[src/rtl/firebird7_in_gate1_tessent_tdr_pkg.sv]
// Shared definitions for the gate1 IJTAG mux-control TDR.
// Field offsets within the shift register and operation decode.
package firebird7_in_gate1_tessent_tdr_pkg;

  localparam int TDR_WIDTH = 3;
  localparam int SEL_POS   = 0;
  localparam int DATA_LSB  = 1;
  localparam int CLR_POS   = TDR_WIDTH + 1;

  typedef enum logic [1:0] {
    OP_NONE,
    OP_CAP,
    OP_SHF,
    OP_UPD
  } tdr_op_e;

  function automatic int tdr_len(input int width);
    return width + 2;
  endfunction

endpackage

[src/rtl/firebird7_in_gate1_tessent_tdr_mux_ctrl_w3.sv]
// IJTAG TDR driving the gate1 data mux select/override data.
// Captures the mux output plus a sticky override-mismatch flag.
module firebird7_in_gate1_tessent_tdr_mux_ctrl_w3
  import firebird7_in_gate1_tessent_tdr_pkg::*;
#(
  parameter int WIDTH = 3
) (
  input  logic             ijtag_tck,
  input  logic             ijtag_reset,
  input  logic             ijtag_sel,
  input  logic             ijtag_ce,
  input  logic             ijtag_se,
  input  logic             ijtag_ue,
  input  logic             ijtag_si,
  output logic             ijtag_so,
  input  logic [WIDTH-1:0] mux_data_out,
  output logic             ijtag_select,
  output logic [WIDTH-1:0] ijtag_data_out
);

  localparam int LEN   = tdr_len(WIDTH);
  localparam int CLR_B = LEN - 1;

  logic [LEN-1:0]   r_sr;
  logic             r_sel;
  logic [WIDTH-1:0] r_data;
  logic             r_sticky;

  tdr_op_e w_op;
  logic    w_mismatch;
  logic    w_clr;

  // Capture outranks shift, shift outranks update.
  always_comb begin
    w_op = OP_NONE;
    if (ijtag_sel) begin
      if (ijtag_ce)      w_op = OP_CAP;
      else if (ijtag_se) w_op = OP_SHF;
      else if (ijtag_ue) w_op = OP_UPD;
    end
  end

  assign w_mismatch = r_sel && (mux_data_out != r_data);
  assign w_clr      = (w_op == OP_UPD) && r_sr[CLR_B];

  always_ff @(posedge ijtag_tck or negedge ijtag_reset) begin
    if (!ijtag_reset) begin
      r_sr <= '0;
    end else begin
      case (w_op)
        OP_CAP:  r_sr <= {r_sticky, mux_data_out, r_sel};
        OP_SHF:  r_sr <= {ijtag_si, r_sr[LEN-1:1]};
        default: r_sr <= r_sr;
      endcase
    end
  end

  always_ff @(posedge ijtag_tck or negedge ijtag_reset) begin
    if (!ijtag_reset) begin
      r_sel  <= 1'b0;
      r_data <= '0;
    end else if (w_op == OP_UPD) begin
      r_sel  <= r_sr[SEL_POS];
      r_data <= r_sr[WIDTH:DATA_LSB];
    end
  end

  // Clear beats a same-cycle mismatch against the outgoing values.
  always_ff @(posedge ijtag_tck or negedge ijtag_reset) begin
    if (!ijtag_reset) begin
      r_sticky <= 1'b0;
    end else if (w_clr) begin
      r_sticky <= 1'b0;
    end else if (w_mismatch) begin
      r_sticky <= 1'b1;
    end
  end

  assign ijtag_so       = r_sr[0];
  assign ijtag_select   = r_sel;
  assign ijtag_data_out = r_data;

endmodule

[config.mk]
export PLATFORM = sky130hd
export DESIGN_NAME = firebird7_in_gate1_tessent_tdr_mux_ctrl_w3
export DESIGN_NICKNAME = d
export VERILOG_FILES = /design/src/rtl/firebird7_in_gate1_tessent_tdr_pkg.sv /design/src/rtl/firebird7_in_gate1_tessent_tdr_mux_ctrl_w3.sv
export SDC_FILE = /design/constraint.sdc
export NUM_CORES = 1
export LEC_CHECK = 0
export ABC_AREA = 1
export BUFFER_PORTS_ARGS = -buffer_cell sky130_fd_sc_hd__buf_2
export CAP_MARGIN = 10
export CORE_AREA = 2 2 39 41
export CTS_BUF_LIST = sky130_fd_sc_hd__clkbuf_8
export DETAILED_ROUTE_END_ITERATION = 10
export DIE_AREA = 0 0 41 43
export PLACE_DENSITY = 0.68
export SLEW_MARGIN = 20
export SYNTH_ARGS = -nofsm -noshare
export SYNTH_HDL_FRONTEND = slang
export SYNTH_SLANG_ARGS = --single-unit
[constraint.sdc]
create_clock -name ijtag_tck -period 2.68 [get_ports ijtag_tck]
set_clock_uncertainty 0.1 [all_clocks]
set_input_delay 0.67 -clock ijtag_tck [delete_from_list [all_inputs] [get_ports ijtag_tck]]
set_output_delay 0.67 -clock ijtag_tck [all_outputs]
set_load 0.02 [all_outputs]
Yosys cells after proc, flatten, opt, wreduce, memory -nomap -nowiden. Index checks and enable logic that the tools add are counted.

Input port bits: 10. Flip-flop bits (word level): 10. Logic and storage cells: 19. Output and inout port bits: 5.

Equal/unequal tests: 4. Reductions and logical operators: 4. Mux-type cells: 7.

Operator list (count): case mux 5 bit (2 select lines) (1); 2-to-1 mux 2 bit (4); equality test 2 bit (second input constant) (2); nonzero test 2 bit (2); != test 3 bit (1); equality test 2 x 1 -> 1 bit (second input constant) (1); logical AND 1 bit (2); 2-to-1 mux 1 bit (2).

Logic depth before layout (Yosys ltp). Gate-level depths: netlist of the first run.

Depth in word-level cells: 7. Gate-level depth with buffers: 10.

Least setup slack after synthesis of the first run. No wires, ideal clock.

Path type: input to register. From: input port ijtag_sel. To: register r_sr[0]. Path buffers: 1. Data required time: 2.450 ns. Cell stages on the path: 6. Setup slack: 0.938 ns. Data arrival time: 1.512 ns. Cell sequence: inv_1 nor3_1 ha_1 buf_2 o211ai_1 o21ai_0.

Longest elaborated chain between the ends: 3. Elaborated cells between the ends (all ways): 5.

RTL lines: start: declaration (line firebird7_in_gate1_tessent_tdr_mux_ctrl_w3.sv:10) `input logic ijtag_sel,`; 2-to-1 mux 2 bit (*) (line firebird7_in_gate1_tessent_tdr_mux_ctrl_w3.sv:36) `if (ijtag_sel) begin`; equality test 2 bit or equality test 2 x 1 -> 1 bit (tied branches) (line firebird7_in_gate1_tessent_tdr_mux_ctrl_w3.sv:50) `case (w_op)`; case mux 5 bit (2 select lines) or nonzero test 2 bit (tied branches); end signal: assignment (line firebird7_in_gate1_tessent_tdr_mux_ctrl_w3.sv:51) `OP_CAP: r_sr <= {r_sticky, mux_data_out, r_sel};`; end signal: assignment (line firebird7_in_gate1_tessent_tdr_mux_ctrl_w3.sv:52) `OP_SHF: r_sr <= {ijtag_si, r_sr[LEN-1:1]};`; end signal: assignment (line firebird7_in_gate1_tessent_tdr_mux_ctrl_w3.sv:53) `default: r_sr <= r_sr;`; end: declaration (line firebird7_in_gate1_tessent_tdr_mux_ctrl_w3.sv:24) `logic [LEN-1:0] r_sr;`.

Every way passes the cells marked *; elsewhere a longest branch is shown, timed or not. A chain may end at the register's enable or synchronous reset.

Final worst setup path of the first run.
From: input port ijtag_sel. To: register r_sr[2].

The elaborated chain is that of the path after synthesis.

==> results of run 1 <==
==> metrics by stage <==
stage | cells | cell area (sq um) | setup WS, ns | util [%] | total power [uW]
3_3_place_gp | 97 | 612 | 0.770 | 44.2 | 363
5_1_grt | 101 | 667 | 0.830 | 48.2 | 593
3_5_place_dp | 97 | 612 | 0.726 | 44.2 | 368
2_1_floorplan | 70 | 543 | 0.938 | - | 315
4_1_cts | 101 | 667 | 0.970 | 48.2 | 561
6_report | 101 | 667 | 0.972 | 48.2 | 551
==> cells in the mapped netlist, drive strengths merged <==
cell type	n	area share, %
buf	3	3.9
o211ai	4	5.5
inv	15	10
dfrtp	10	46
a21oi	4	4.4
nand2	18	12
ha	2	4.6
o21ai	8	7.4
nor2	4	2.8
nor3	1	0.92
xnor2	1	1.6
==> cell type report <==
type                            count  area, sq um
Fill cell                         151          717
Inverter                           15         56.3
Clock buffer                        4         55.1
Multi-Input combinational cell     42          215
Tap cell                           16         20.0
Timing Repair Buffer               14         70.1
Sequential cell                    10          250
==> power by group through the flow <==
stage	sequential [uW]	clock [uW]	combinational, uW
after CTS	216	195	150
after floorplan	243	0	72.7
after detailed placement	219	0	149
after global placement	217	0	146
final	215	189	146
after global routing	220	206	166
==> worst register-to-register path, stage by stage (launching register included) <==
cell	delay, ns
dfrtp_1	0.36
inv_1	0.06
nand2_1	0.05
nand2_1	0.04
nor2_1	0.11
nand2_1	0.05
nand2_1	0.07
a21oi_2	0.05
==> worst min-delay path by stage <==
| stage | slack, ns | endpoint | depth (start not counted) | from |
|---|---|---|---|---|
| CTS | 0.19 | ijtag_data_out[0] | 1 | ijtag_reset |
| global placement | 0.36 | ijtag_data_out[0] | 2 | r_sr[1] |
| floorplan | 0.27 | ijtag_data_out[0] | 0 | ijtag_reset |
| finish | 0.19 | ijtag_data_out[0] | 1 | ijtag_reset |
| detailed placement | 0.39 | ijtag_data_out[0] | 2 | r_sr[1] |
| global route | 0.19 | ijtag_data_out[0] | 1 | ijtag_reset |
==> registers in the layout (all words and copies together), names as in the netlist <==
| register | count |
|---|---|
| r_sr | 5 |
| ijtag_data_out | 3 |
| r_sticky | 1 |
| ijtag_select | 1 |
==> cells by family after synthesis <==
family | Yosys count | synth area share, %
adders and majority gates | 2 | 4.61
DFF | 10 | 46.1
xor gates and xnor gates | 1 | 1.61
AOI/OAI and AO/OA | 16 | 17.3
buffers and inverters | 18 | 14.3
and+or+nand+nor | 23 | 16.1
==> per-layer routing <==
layer	part of all wire [%]	vias up
li1	-	245
met5	0	-
met4	3.7	0
met2	50	14
met3	5.0	4
met1	41	208
==> impl_metrics.py, run 1 <==
metrics = {
    "run_status": {
        "status": "finished clean",
    },
    "setup_path": {
        "max_stage_delay_ns": 0.38,
        "r2r_start": "ijtag_data_out[1]",
        "r2r_slack_ns": 1.69,
        "crit_cells": 7,
        "critPathTopFamily": "adder cells",
        "reg2reg_depth": 7,
        "endpoint": "r_sr[2]",
        "cp.arrival_ns": 1.71,
        "worstReg2RegEnd": "r_sticky",
        "cp-startpoint": "ijtag_sel",
        "cp_slowest_cell": "ha_1",
        "critPathCaptureType": "flop",
        "crit_path_cell_trace": "buf_2 -> inv_1 -> nor3_1 -> ha_1 -> nand2_1 -> o211ai_1 -> o21ai_0",
        "critPathKind": "in -> reg",
        "cp_max_fo": 10,
        "start_kind": "primary input",
        "cp.required_ns": 2.68,
        "critical_path_buf_inv_count": 2,
    },
    "power": {
        "combPwrFrac_pct": 26.6,
        "ir_drop_uv": 357,
        "leakage_uw": 0.000363,
        "p_per_area_nw_per_um2": 826,
        "clockPowerShare_pct": 34.3,
        "pwr-share-seq_pct": 39.1,
        "switching_share_pct": 32.2,
        "internal_power_uw": 374,
        "p_sw_uw": 177,
    },
    "cts": {
        "cts_buffer_depth": 2,
        "cts_hold_buf": 0,
        "cts_tree": "built",
        "cts.sinks": 10,
        "numCtsBuffers": 3,
        "postCtsSetupRepairBufs": 0,
        "cts-htree-levels": 1,
        "post_cts_resized": 0,
        "clkLatencyLatePin_ns": 0.24,
        "root_buffer": "clkbuf_8",
        "clk_pin_slew_worst_paths_ns": 0.05,
    },
    "timing": {
        "hold_viol_final": 0,
        "worst_pin_slew_ns": 0.301,
        "hold-worst-slack_ns": 0.187,
        "period_needed_ns": 1.71,
        "slew_viol_final": 0,
        "relSlewSlack_pct": 79.9,
        "rsz0062_at_grt": "no",
        "fmax_ghz": 0.585,
        "tns_ns": 0,
        "setup_viol": 0,
        "finalCritPeriodShare_pct": 63.7,
    },
    "die": {
        "fp.dieW_microns": 41,
        "dieArea_sq_um": 1760,
        "core_area_sq_um": 1380,
        "row_count": 14,
        "die_h_microns": 43,
        "initial_core_util_pct": 39.2,
        "io_pins": 15,
    },
    "flow_run": {
        "drv_cap": 0,
    },
    "finish": {
        "layout_common_cells": "nand2_1 (18), inv_1 (15), buf_2 (14)",
        "nets": 98,
        "final_common_cell": "nand2_1",
        "antenna_cells": 0,
        "syn_to_final_growth_pct": 22.8,
        "drive_above_1_share_pct": 22.4,
    },
    "worst_hold_path": {
        "min_path_type": "in -> async",
    },
    "placement": {
        "dp_hpwl_microns": 811,
        "place_congestion": 0.754,
        "placement.io_buffers": 14,
    },
    "synth": {
        "syn_inst": 70,
        "synthDistinctLibCells": 14,
        "synth_fp_nets": 82,
        "ys_ff_latch": 10,
        "yosysWarnings": 0,
        "synthesis.area_sq_um": 543,
        "avgSynthCellArea_sq_um": 7.76,
        "ys_seq_area_share_pct": 46.1,
    },
    "global_route": {
        "use_met2_pct": 21.6,
        "grt_pass1_vias": 418,
        "top_usage_layer": "met2",
        "grt_max_degree": 11,
        "grtUsageTotal_pct": 15.6,
        "grtUsageMet3_pct": 6.81,
        "grtUsageMet1_pct": 17.0,
        "grt_antenna_before_repair": 0,
        "grt-ovfl-total": 0,
        "grt_pass1_wl_microns": 1700,
    },
    "routing": {
        "drtIter0Drc": 3,
        "wl_per_cell_microns": 10.2,
        "via_count": 471,
        "viasPerCell": 4.66,
        "drt_pass1_iterations": 2,
        "drt-total-wl_microns": 1030,
        "drc": 0,
        "antenna_left": 0,
    },
}
Note: power is estimated with default switching activity, not from simulation.
==> inputs of run 2 (changes only) <==
Clock period 2.68 ns to 1.7 ns, I/O delays scaled along.
==> run 2 against run 1 <==
- worst setup slack worse by 0.74 ns
- sequential power up 58%
- cell count up 0.99%
- sequential share of layout area down 0.55 points
- power up 58%
- clock power up 58%
- critical path depth unchanged
- register-to-register slack worse by 0.99 ns
- via count up 1.1%
- critical path type unchanged
- critical endpoint unchanged
- highest routed layer unchanged
==> impl_metrics.py, run 2 (synthesis gave the netlist of run 1 again) <==
metrics = {
    "setup_path": {
        "critPathKind": "in -> reg",
        "start_kind": "primary input",
        "cp_max_fo": 10,
        "cp.required_ns": 1.70,
        "max_stage_delay_ns": 0.38,
        "critPathTopFamily": "adder cells",
        "critical_path_buf_inv_count": 2,
        "crit_path_cell_trace": "buf_2 -> inv_1 -> nor3_1 -> ha_1 -> nand2_1 -> o211ai_1 -> o21ai_0",
        "cp.arrival_ns": 1.47,
        "cp_slowest_cell": "ha_1",
        "critPathCaptureType": "flop",
    },
    "power": {
        "switching_share_pct": 32.1,
        "p_sw_uw": 280,
        "clockPowerShare_pct": 34.2,
        "finalPower_uw": 870,
        "leakage_uw": 0.000367,
        "p_per_area_nw_per_um2": 1290,
        "internal_power_uw": 590,
        "pwr-share-seq_pct": 39.1,
        "ir_drop_uv": 564,
        "combPwrFrac_pct": 26.7,
    },
    "finish": {
        "final_common_cell": "nand2_1",
        "antenna_cells": 0,
        "final_area_sq_um": 677,
        "largest_register": "r_sr",
        "nets": 99,
        "layout_common_cells": "nand2_1 (18), inv_1 (15), buf_2 (14)",
        "nFillCells": 149,
        "drive_above_1_share_pct": 22.1,
        "syn_to_final_growth_pct": 24.7,
        "largest_register_ffs": 5,
    },
    "die": {
        "core_area_sq_um": 1380,
        "fp.dieW_microns": 41,
        "die_h_microns": 43,
        "dieArea_sq_um": 1760,
        "io_pins": 15,
        "initial_core_util_pct": 39.2,
        "row_count": 14,
    },
    "timing": {
        "hold_viol_final": 0,
        "fmax_ghz": 0.683,
        "worst_pin_slew_ns": 0.301,
        "finalCritPeriodShare_pct": 86.1,
        "hold-worst-slack_ns": 0.369,
        "rsz0062_at_grt": "no",
        "period_needed_ns": 1.46,
        "tns_ns": 0,
        "slew_viol_final": 0,
        "relSlewSlack_pct": 79.9,
        "setup_viol": 0,
    },
    "cts": {
        "post_cts_resized": 0,
        "cts_buffer_depth": 2,
        "cts.sinks": 10,
        "cts-htree-levels": 1,
        "cts_tree": "built",
        "clk_pin_slew_worst_paths_ns": 0.05,
        "numCtsBuffers": 3,
        "clkLatencyLatePin_ns": 0.24,
        "postCtsSetupRepairBufs": 0,
        "cts_hold_buf": 1,
        "root_buffer": "clkbuf_8",
    },
    "global_route": {
        "grt_antenna_before_repair": 0,
        "grt_max_degree": 11,
        "grt_pass1_vias": 439,
        "grt-ovfl-total": 0,
        "grtUsageTotal_pct": 16.0,
        "grt_pass1_wl_microns": 1760,
    },
    "flow_run": {
        "drv_cap": 0,
    },
    "placement": {
        "postPlaceCellArea_sq_um": 612,
        "placement.io_buffers": 14,
        "dp_hpwl_microns": 811,
        "place_congestion": 0.754,
    },
    "routing": {
        "via_count": 476,
        "drt-total-wl_microns": 1050,
        "antenna_left": 0,
        "drtIter0Drc": 3,
        "viasPerCell": 4.67,
        "wl_per_cell_microns": 10.3,
        "drt_pass1_iterations": 2,
        "drc": 0,
    },
    "run_status": {
        "status": "finished clean",
    },
    "worst_hold_path": {
        "min_path_type": "in -> reg",
    },
}
## run 2: cell count changes in the layout (fill, tap and decap cells not counted), sizes merged
cell / change
dlygate4sd3: +1
## run 2: stage by stage
step | setup slack [ns] | util [%] | instances
final | 0.237 | 48.9 | 102
after global routing | 0.0951 | 48.9 | 102
after global placement | 0.0349 | 44.2 | 97
after floorplan | 0.203 | - | 70
after detailed placement | -0.00862 | 44.2 | 97
after CTS | 0.235 | 48.9 | 102
## run 2: worst reg2reg max path: cells and delay by family, from the launching register on
family	cells	cell delay [ns]
DFF	1	0.36
AOI/OAI and AO/OA	1	0.05
buffers and inverters	1	0.05
and+or+nand+nor	5	0.33
## run 2: routing by layer
layer,part of all wire (%),vias to the layer above,GRT usage (%)
li1,-,247,-
met5,0,-,0
met3,4.9,4,6.81
met4,3.6,0,14.0
met1,41,211,17.0
met2,50,14,22.8
## run 2: cell type report
| cell class | count | area, sq um | area share (%) |
|---|---|---|---|
| Clock buffer | 4 | 55.1 | 8.13 |
| Inverter | 15 | 56.3 | 8.32 |
| Timing Repair Buffer | 15 | 80.1 | 11.8 |
| Multi-Input combinational cell | 42 | 215 | 31.8 |
| Tap cell | 16 | 20.0 | 2.96 |
| Sequential cell | 10 | 250 | 37.0 |
## run 2: path summary, 6_finish.rpt
kind,startpoint,endpoint,slack (ns),cells past startpoint
hold reg to reg,r_sr[1],ijtag_data_out[0],0.38,2
hold / removal,mux_data_out[2],r_sr[3],0.37,3
setup reg to reg,ijtag_data_out[0],r_sticky,0.70,7
setup / recovery,ijtag_sel,r_sr[2],0.24,7
min in group asynchronous,ijtag_reset,ijtag_data_out[0],0.48,2
max in group asynchronous,ijtag_reset,r_sr[1],0.81,2
## run 2: power groups by stage
stage | clock, uW | combinational, uW | sequential (uW)
5_1_grt | 326 | 264 | 348
4_1_cts | 307 | 238 | 341
3_3_place_gp | 0 | 230 | 342
2_1_floorplan | 0 | 115 | 382
6_report | 298 | 233 | 340
3_5_place_dp | 0 | 235 | 345
==> inputs of run 3 (changes only) <==
Settings changed: PLACE_DENSITY 0.68 to not set, PLACE_DENSITY_LB_ADDON set to 0.3.
==> run 3 against run 2 <==
- first-iteration DRC count rose to 2.7 times the previous value
- wire length fell by 2.2%
- utilization did not move
- via count fell by 2.5%
- die area did not move
- cell count did not move
- sequential power barely moved
==> impl_metrics.py, run 3 (synthesis gave the netlist of run 1 again) <==
metrics = {
    "placement": {
        "placement.io_buffers": 14,
        "dp_hpwl_microns": 793,
        "dp_cells": 97,
        "place_ws_ns": -0.0516,
        "place_congestion": 0.809,
    },
    "setup_path": {
        "critPathKind": "in -> reg",
        "critPathCaptureType": "flop",
        "cp.required_ns": 1.71,
        "cp_max_fo": 10,
        "start_kind": "primary input",
        "cp.arrival_ns": 1.48,
    },
    "timing": {
        "hold-worst-slack_ns": 0.359,
        "relSlewSlack_pct": 78.8,
        "slew_viol_final": 0,
        "setup_viol": 0,
        "timing.final.ws_setup_ns": 0.232,
        "rsz0062_at_grt": "no",
        "fmax_ghz": 0.681,
        "finalCritPeriodShare_pct": 86.4,
        "period_needed_ns": 1.47,
        "worst_pin_slew_ns": 0.319,
        "hold_viol_final": 0,
    },
    "power": {
        "switching_share_pct": 32.1,
        "p_sw_uw": 279,
        "pwr-share-seq_pct": 38.7,
        "ir_drop_uv": 635,
        "leakage_uw": 0.000367,
        "clockPowerShare_pct": 34.2,
        "combPwrFrac_pct": 27.1,
        "internal_power_uw": 591,
        "p_per_area_nw_per_um2": 1280,
    },
    "finish": {
        "fin_util_pct": 48.9,
        "largest_register_ffs": 5,
        "syn_to_final_growth_pct": 24.7,
        "seqCellArea_sq_um": 250,
        "nets": 99,
        "final_common_cell": "nand2_1",
        "drive_above_1_share_pct": 22.1,
        "largest_register": "r_sr",
        "layout_common_cells": "nand2_1 (18), inv_1 (15), buf_2 (14)",
        "antenna_cells": 0,
        "nFillCells": 135,
        "stdcell_count": 102,
        "multi_input_comb_area_sq_um": 215,
    },
    "routing": {
        "antenna_left": 0,
        "drc": 0,
        "drt-total-wl_microns": 1020,
        "viasPerCell": 4.55,
        "via_count": 464,
        "wl_per_cell_microns": 10.0,
        "drt_pass1_iterations": 4,
        "drtIter0Drc": 8,
    },
    "cts": {
        "root_buffer": "clkbuf_8",
        "cts-htree-levels": 1,
        "cts_tree": "built",
        "clkLatencyLatePin_ns": 0.24,
        "post_cts_resized": 0,
        "numCtsBuffers": 3,
        "clk_pin_slew_worst_paths_ns": 0.05,
        "cts_buffer_depth": 2,
        "cts.sinks": 10,
    },
    "die": {
        "die_h_microns": 43,
        "fp.dieW_microns": 41,
        "dieArea_sq_um": 1760,
        "initial_core_util_pct": 39.2,
        "row_count": 14,
        "io_pins": 15,
        "core_area_sq_um": 1380,
    },
    "global_route": {
        "grt-ovfl-total": 0,
        "grt_antenna_before_repair": 0,
        "grtUsageTotal_pct": 15.8,
        "grt_max_degree": 11,
        "grt_pass1_vias": 449,
        "grt_pass1_wl_microns": 1790,
    },
    "worst_hold_path": {
        "min_path_type": "in -> reg",
    },
    "run_status": {
        "status": "finished clean",
    },
    "flow_run": {
        "drv_cap": 0,
    },
}
-- run 3: cell counts in the layout (fill, tap and decap cells not counted) --
Identical to the previous run, type by type.
-- run 3: worst paths after layout --
check | start | end | slack [ns] | cells after the start
setup / recovery | ijtag_sel | r_sr[0] | 0.23 | 7
hold / removal | mux_data_out[2] | r_sr[3] | 0.36 | 3
setup reg to reg | ijtag_data_out[0] | r_sticky | 0.64 | 7
hold reg to reg | r_sr[2] | ijtag_data_out[1] | 0.40 | 2
max in group asynchronous | ijtag_reset | ijtag_select | 0.84 | 2
min in group asynchronous | ijtag_reset | r_sticky | 0.47 | 2
-- run 3: what timing repair did --
| action | CTS | global route |
|---|---|---|
| buffers inserted | 0 | 0 |
| endpoints found under the hold margin | 10 | 0 |
| setup endpoints to repair | 0 | 0 |
| hold buffers | 1 | 0 |
-- run 3: cell type report --
cell class	count	area share, %
clock buffer	4	8.13
inverter	15	8.32
multi-input combinational	42	31.8
sequential	10	37.0
tap	16	2.96
timing repair buffer	15	11.8
-- run 3: per-layer routing --
layer  global-route usage (%)  vias up  part of all wire (%)
met5                        0        -                     0
met4                     14.0        0                   3.8
met3                     3.14        5                   5.0
met2                     23.1       12                    47
met1                     18.3      198                    44
li1                         -      249                     -
-- run 3: worst max-delay path, cell delays in order --
cell      delay, ns
buf_2          0.07
inv_1          0.04
nor3_1         0.24
ha_1           0.39
nand2_1        0.11
o211ai_1       0.09
o21ai_0        0.11
-- run 3: power by group through the flow --
| stage | Clock [uW] | Combinational [uW] | Sequential (uW) |
|---|---|---|---|
| global placement | 0 | 233 | 337 |
| finish | 297 | 236 | 337 |
| detailed placement | 0 | 237 | 342 |
| floorplan | 0 | 115 | 382 |
| global route | 317 | 269 | 347 |
| CTS | 306 | 240 | 338 |
-- run 3: per-stage QoR --
stage / area (sq um) / setup TNS (ns) / total power [uW]
floorplan: 543 / 0 / 497
global placement: 612 / 0 / 570
detailed placement: 612 / -0.0516 / 578
CTS: 677 / 0 / 883
global route: 677 / 0 / 933
finish: 677 / 0 / 869
